`config.mk`:
```
export PLATFORM = sky130hd
export DESIGN_NAME = flick_conditioner
export DESIGN_NICKNAME = d
export VERILOG_FILES = /design/src/rtl/flick_pkg.sv /design/src/rtl/flick_sync.sv /design/src/rtl/flick_conditioner.sv
export SDC_FILE = /design/constraint.sdc
export NUM_CORES = 1
export LEC_CHECK = 0
export CORE_ASPECT_RATIO = 0.7
export CORE_MARGIN = 5
export CORE_UTILIZATION = 50
export CTS_CLUSTER_DIAMETER = 80
export DETAILED_ROUTE_END_ITERATION = 12
export DONT_BUFFER_PORTS = 1
export GPL_ROUTABILITY_DRIVEN = 1
export PLACE_DENSITY_LB_ADDON = 0.12
export SYNTH_ARGS = -nofsm -noshare
export SYNTH_HDL_FRONTEND = slang
export SYNTH_SLANG_ARGS = --single-unit
```
`constraint.sdc`:
```
create_clock -name CLK -period 3.3 [get_ports CLK]
set_clock_uncertainty 0.1 [all_clocks]
set_input_delay 0.495 -clock CLK [delete_from_list [all_inputs] [get_ports CLK]]
set_output_delay 0.495 -clock CLK [all_outputs]
set_load 0.01 [all_outputs]
```
`src/rtl/flick_pkg.sv`:
```
// Shared types and widths for the push-button input conditioner.
package flick_pkg;

   localparam int unsigned GLITCH_W = 8;
   localparam int unsigned DCNT_W   = 8;
   localparam int unsigned HCNT_W   = 16;

   typedef enum logic [1:0] {
      IDLE         = 2'd0,
      PRESS_WAIT   = 2'd1,
      PRESSED      = 2'd2,
      RELEASE_WAIT = 2'd3
   } state_t;

   // Increment that sticks at all-ones instead of wrapping.
   function automatic logic [GLITCH_W-1:0] sat_inc(input logic [GLITCH_W-1:0] v);
      return (&v) ? v : v + GLITCH_W'(1);
   endfunction

endpackage

```
`src/rtl/flick_sync.sv`:
```
// Multi-flop synchroniser that brings the raw button level into the CLK domain.
module flick_sync #(
   parameter int unsigned SYNC_STAGES = 2
) (
   input  logic CLK,
   input  logic RST,
   input  logic i_d,
   output logic o_q
);

   logic [SYNC_STAGES-1:0] r_s;

   always_ff @(posedge CLK) begin
      if (RST) r_s <= '0;
      else     r_s <= {r_s[SYNC_STAGES-2:0], i_d};
   end

   assign o_q = r_s[SYNC_STAGES-1];

endmodule

```
`src/rtl/flick_conditioner.sv`:
```
// Debounces a raw button into a one-shot FLICK, a clean level, a long-press
// pulse and a saturating count of rejected transitions.
module flick_conditioner
   import flick_pkg::*;
#(
   parameter int unsigned SYNC_STAGES     = 2,
   parameter int unsigned DEBOUNCE_CYCLES = 4,
   parameter int unsigned HOLD_CYCLES     = 16
) (
   input  logic                CLK,
   input  logic                RST,
   input  logic                BTN_RAW,
   output logic                FLICK,
   output logic                FLICK_LVL,
   output logic                LONG_PRESS,
   output logic [GLITCH_W-1:0] GLITCH_CNT
);

   localparam logic [DCNT_W-1:0] DC_LAST = DCNT_W'(DEBOUNCE_CYCLES - 1);
   localparam logic [HCNT_W-1:0] HC_MAX  = HCNT_W'(HOLD_CYCLES);
   localparam logic [HCNT_W-1:0] HC_LAST = HCNT_W'(HOLD_CYCLES - 1);

   logic                w_sync;
   state_t              r_state;
   logic [DCNT_W-1:0]   r_dcnt;
   logic [HCNT_W-1:0]   r_hcnt;
   logic                r_flick;
   logic                r_lvl;
   logic                r_long;
   logic [GLITCH_W-1:0] r_glitch;

   flick_sync #(.SYNC_STAGES(SYNC_STAGES)) u_sync (
      .CLK (CLK),
      .RST (RST),
      .i_d (BTN_RAW),
      .o_q (w_sync)
   );

   // dcnt counts consecutive samples of the new level; hcnt counts settled-press time.
   always_ff @(posedge CLK) begin
      if (RST) begin
         r_state  <= IDLE;
         r_dcnt   <= '0;
         r_hcnt   <= '0;
         r_flick  <= 1'b0;
         r_lvl    <= 1'b0;
         r_long   <= 1'b0;
         r_glitch <= '0;
      end else begin
         r_flick <= 1'b0;
         r_long  <= 1'b0;
         case (r_state)
            IDLE: begin
               if (w_sync) begin
                  r_state <= PRESS_WAIT;
                  r_dcnt  <= DCNT_W'(1);
               end
            end
            PRESS_WAIT: begin
               if (w_sync) begin
                  if (r_dcnt == DC_LAST) begin
                     r_state <= PRESSED;
                     r_flick <= 1'b1;
                     r_lvl   <= 1'b1;
                     r_hcnt  <= '0;
                  end else begin
                     r_dcnt <= r_dcnt + DCNT_W'(1);
                  end
               end else begin
                  r_state  <= IDLE;
                  r_dcnt   <= '0;
                  r_glitch <= sat_inc(r_glitch);
               end
            end
            PRESSED: begin
               // Saturating at the threshold makes the long press one-shot.
               if (r_hcnt != HC_MAX) begin
                  r_hcnt <= r_hcnt + HCNT_W'(1);
                  if (r_hcnt == HC_LAST) r_long <= 1'b1;
               end
               if (!w_sync) begin
                  r_state <= RELEASE_WAIT;
                  r_dcnt  <= DCNT_W'(1);
               end
            end
            RELEASE_WAIT: begin
               if (!w_sync) begin
                  if (r_dcnt == DC_LAST) begin
                     r_state <= IDLE;
                     r_lvl   <= 1'b0;
                     r_dcnt  <= '0;
                  end else begin
                     r_dcnt <= r_dcnt + DCNT_W'(1);
                  end
               end else begin
                  r_state  <= PRESSED;
                  r_glitch <= sat_inc(r_glitch);
               end
            end
            default: r_state <= IDLE;
         endcase
      end
   end

   assign FLICK      = r_flick;
   assign FLICK_LVL  = r_lvl;
   assign LONG_PRESS = r_long;
   assign GLITCH_CNT = r_glitch;

endmodule

```
==> metrics.txt <==
CP arrival 2.16 ns; synthesized net count 231; Min-Delay Path Class primary input to flip-flop; CTS Hold Bufs 0; status finished, final reports clean; Boundary Pins 14; GRT overflow 0; setup_tns 0 ns; actual slew at the worst max-slew pin 0.625 ns; top_reg_cell synth dfxtp_1; Crit path required time 3.42 ns; FF-to-FF setup slack 1.26 ns; Post-CTS Setup Repair Bufs 0; fin crit share 0.619; Synth cell types 46; Layout area overhead 3.30%; final design utilization 0.526; total power 795 µW; CP endpoint kind flip-flop; H-tree levels 2; Max Slew Vio Count 0; synthesized cell area 1970 µm²; CTS tree done; ys async rst share 0; FF-to-FF path depth 4; GR peak layer met2; clock slew at reported path FFs 0.07 ns; Die ar. 5330 µm²; Final nets 229; ANT cells 0; global-route wire length before repair 7090 µm; routed length per instance 14.7 µm; Core Area 3870 µm²; Compound-Gate Fraction of Synth Area 0.161; synthesized netlist cell count 224; CP Class flip-flop to flip-flop; Mean Syn Cell Area 8.81 µm²; sequential area share after synthesis 0.395; critical-path cell list xnor2_2, o211ai_2, or4_1, a21oi_1; routing usage on met3 0.0540; chip width 85.1 µm; post-synthesis xor/xnor area fraction 0.0615; PD cells 390 nW/µm²; Final Setup Violations 0; clk_lat worst skew 0.29 ns; post-synthesis mux area share 0.00507; synthesized flop and latch total 39; Die Ht 62.6 µm; largest family of logic cells by synthesized area simple AND/OR/NAND/NOR gates; fin crit period 2.04 ns; post-synthesis adder-cell area fraction 0.0253; synth warn 0; vias 1599; Max-cap violations 0; Residual DRC 0; Placed Instance Area 1970 µm²; total CTS buffers 5; hpwl dp 2920 µm; Max clock buf depth 2; Max Freq 0.489 GHz; Critical-path top delay cell dfxtp_1; Std-Cell Rows 19; Total Wirelength 4010 µm; met2 usage 0.243; Post-synth EDFFs 0; vias in the first global route 1557; LEAKAGE 0.654 nW; Largest stage delay, worst path 0.64 ns; Initial Util 0.510; DRT Pass-1 Iters 4; Synth Area in Simple Gates 0.294; RSZ-0062 raised after global routing no; worst relative slew slack 0.580; initial antenna violation count 0; Post-DRT Antenna Nets 0; worst hold path cell count 1; # port buffers 0; DRT iter0 DRCs 87; worst vdd ir 249 µV; Min Hold Slack 0.175 ns; post_cts resized 0; post-DR vias/cell 5.86; CP Launch Type flip-flop; Max FO, Critical Path 14; M1 GR Usage 0.218; filler cell count 363; largest net degree at the start of global routing 20; Root Driver clkbuf_8; CTS Sinks 39; post-route cell area 2040 µm²; share of cells above drive strength 1 0.0769; gpl congestion 0.800; Total Routing Usage GR 0.164; endpoints failing hold 0
where the power goes:
part / internal, mW / switching [mW]
Clock: 0.141 / 0.155
Combinational: 0.00808 / 0.0112
Sequential: 0.474 / 0.00613
Total: 0.623 / 0.172
cell type report:
type / instances / area [µm²] / area share
clock buffer: 6 / 72.6 / 0.0356
inverter: 11 / 41.3 / 0.0202
multi-input combinational: 165 / 1080 / 0.529
sequential: 39 / 781 / 0.383
tap: 52 / 65.1 / 0.0319
routing by layer:
| layer | up-vias | wire (µm) | part of all wire |
|---|---|---|---|
| met5 | - | 0 | 0 |
| met4 | 0 | 49 | 0.012 |
| met3 | 4 | 243 | 0.061 |
| met2 | 33 | 1740 | 0.43 |
| met1 | 755 | 1970 | 0.49 |
| li1 | 807 | - | - |
per-stage QoR:
step	worst slack, ns	cells
2_1_floorplan	1.61	224
3_3_place_gp	1.35	267
3_5_place_dp	1.27	267
4_1_cts	1.26	273
5_1_grt	1.09	273
6_report	1.26	273
path summary, 6_finish.rpt:
check | from | endpoint
max | flip-flop | GLITCH_CNT[5]
min | RST | FLICK_LVL
max reg2reg | flip-flop | GLITCH_CNT[5]
min reg2reg | u_sync.r_s[0] | u_sync.r_s[1]
worst max-delay path: cells and delay by family (launching register included):
| kind | cells | cell delay [ns] |
|---|---|---|
| DFF | 1 | 0.64 |
| xor gates and xnor gates | 1 | 0.23 |
| and+or+nand+nor | 1 | 0.55 |
| AOI/OAI and AO/OA | 2 | 0.46 |
state kept, by name (all words and copies together), names as in the netlist, named ones only:
| signal | flops |
|---|---|
| u_sync.r_s | 2 |
| FLICK_LVL | 1 |
| r_hcnt | 16 |
| LONG_PRESS | 1 |
| r_state | 1 |
| GLITCH_CNT | 8 |
| r_dcnt | 8 |
| FLICK | 1 |
synthesized netlist by cell type, drive strengths merged (3+ instances only):
cell	instances	area share
or3	4	0.013
dfxtp	39	0.40
or4	4	0.015
clkbuf	3	0.0057
o21ai	9	0.023
nand2b	3	0.0095
and3	3	0.0095
nor2b	4	0.013
a211o	4	0.018
a21oi	17	0.049
xnor2	12	0.057
inv	11	0.021
nand3	15	0.041
or2	3	0.0095
nor3	15	0.038
a221o	3	0.015
nand2	8	0.015
ha	4	0.025
o31ai	3	0.011
nor4	8	0.025
nor2	19	0.036
nand4	7	0.022
buf	6	0.031
logic make-up after synthesis:
kind of cell | count (synthesis)
compound gates | 45
xor+xnor | 13
simple gates | 102
fa+ha+maj | 4
flops | 39
mux | 1
buf+inv | 20
cell usage in the layout, fill, tap and decap left out, drive strengths merged, types with 3 or more instances in the layout:
cell type / instances
ha: 4
nor3: 15
nor2b: 4
inv: 11
a21oi: 17
nand3: 15
a211o: 4
o31ai: 3
or2: 3
or4: 4
nand2: 8
clkbuf: 6
dfxtp: 39
or3: 4
a221o: 3
nor2: 19
o21ai: 9
nor4: 8
nand2b: 3
and3: 3
xnor2: 12
nand4: 7
Note: power is estimated with default switching activity, not from simulation.
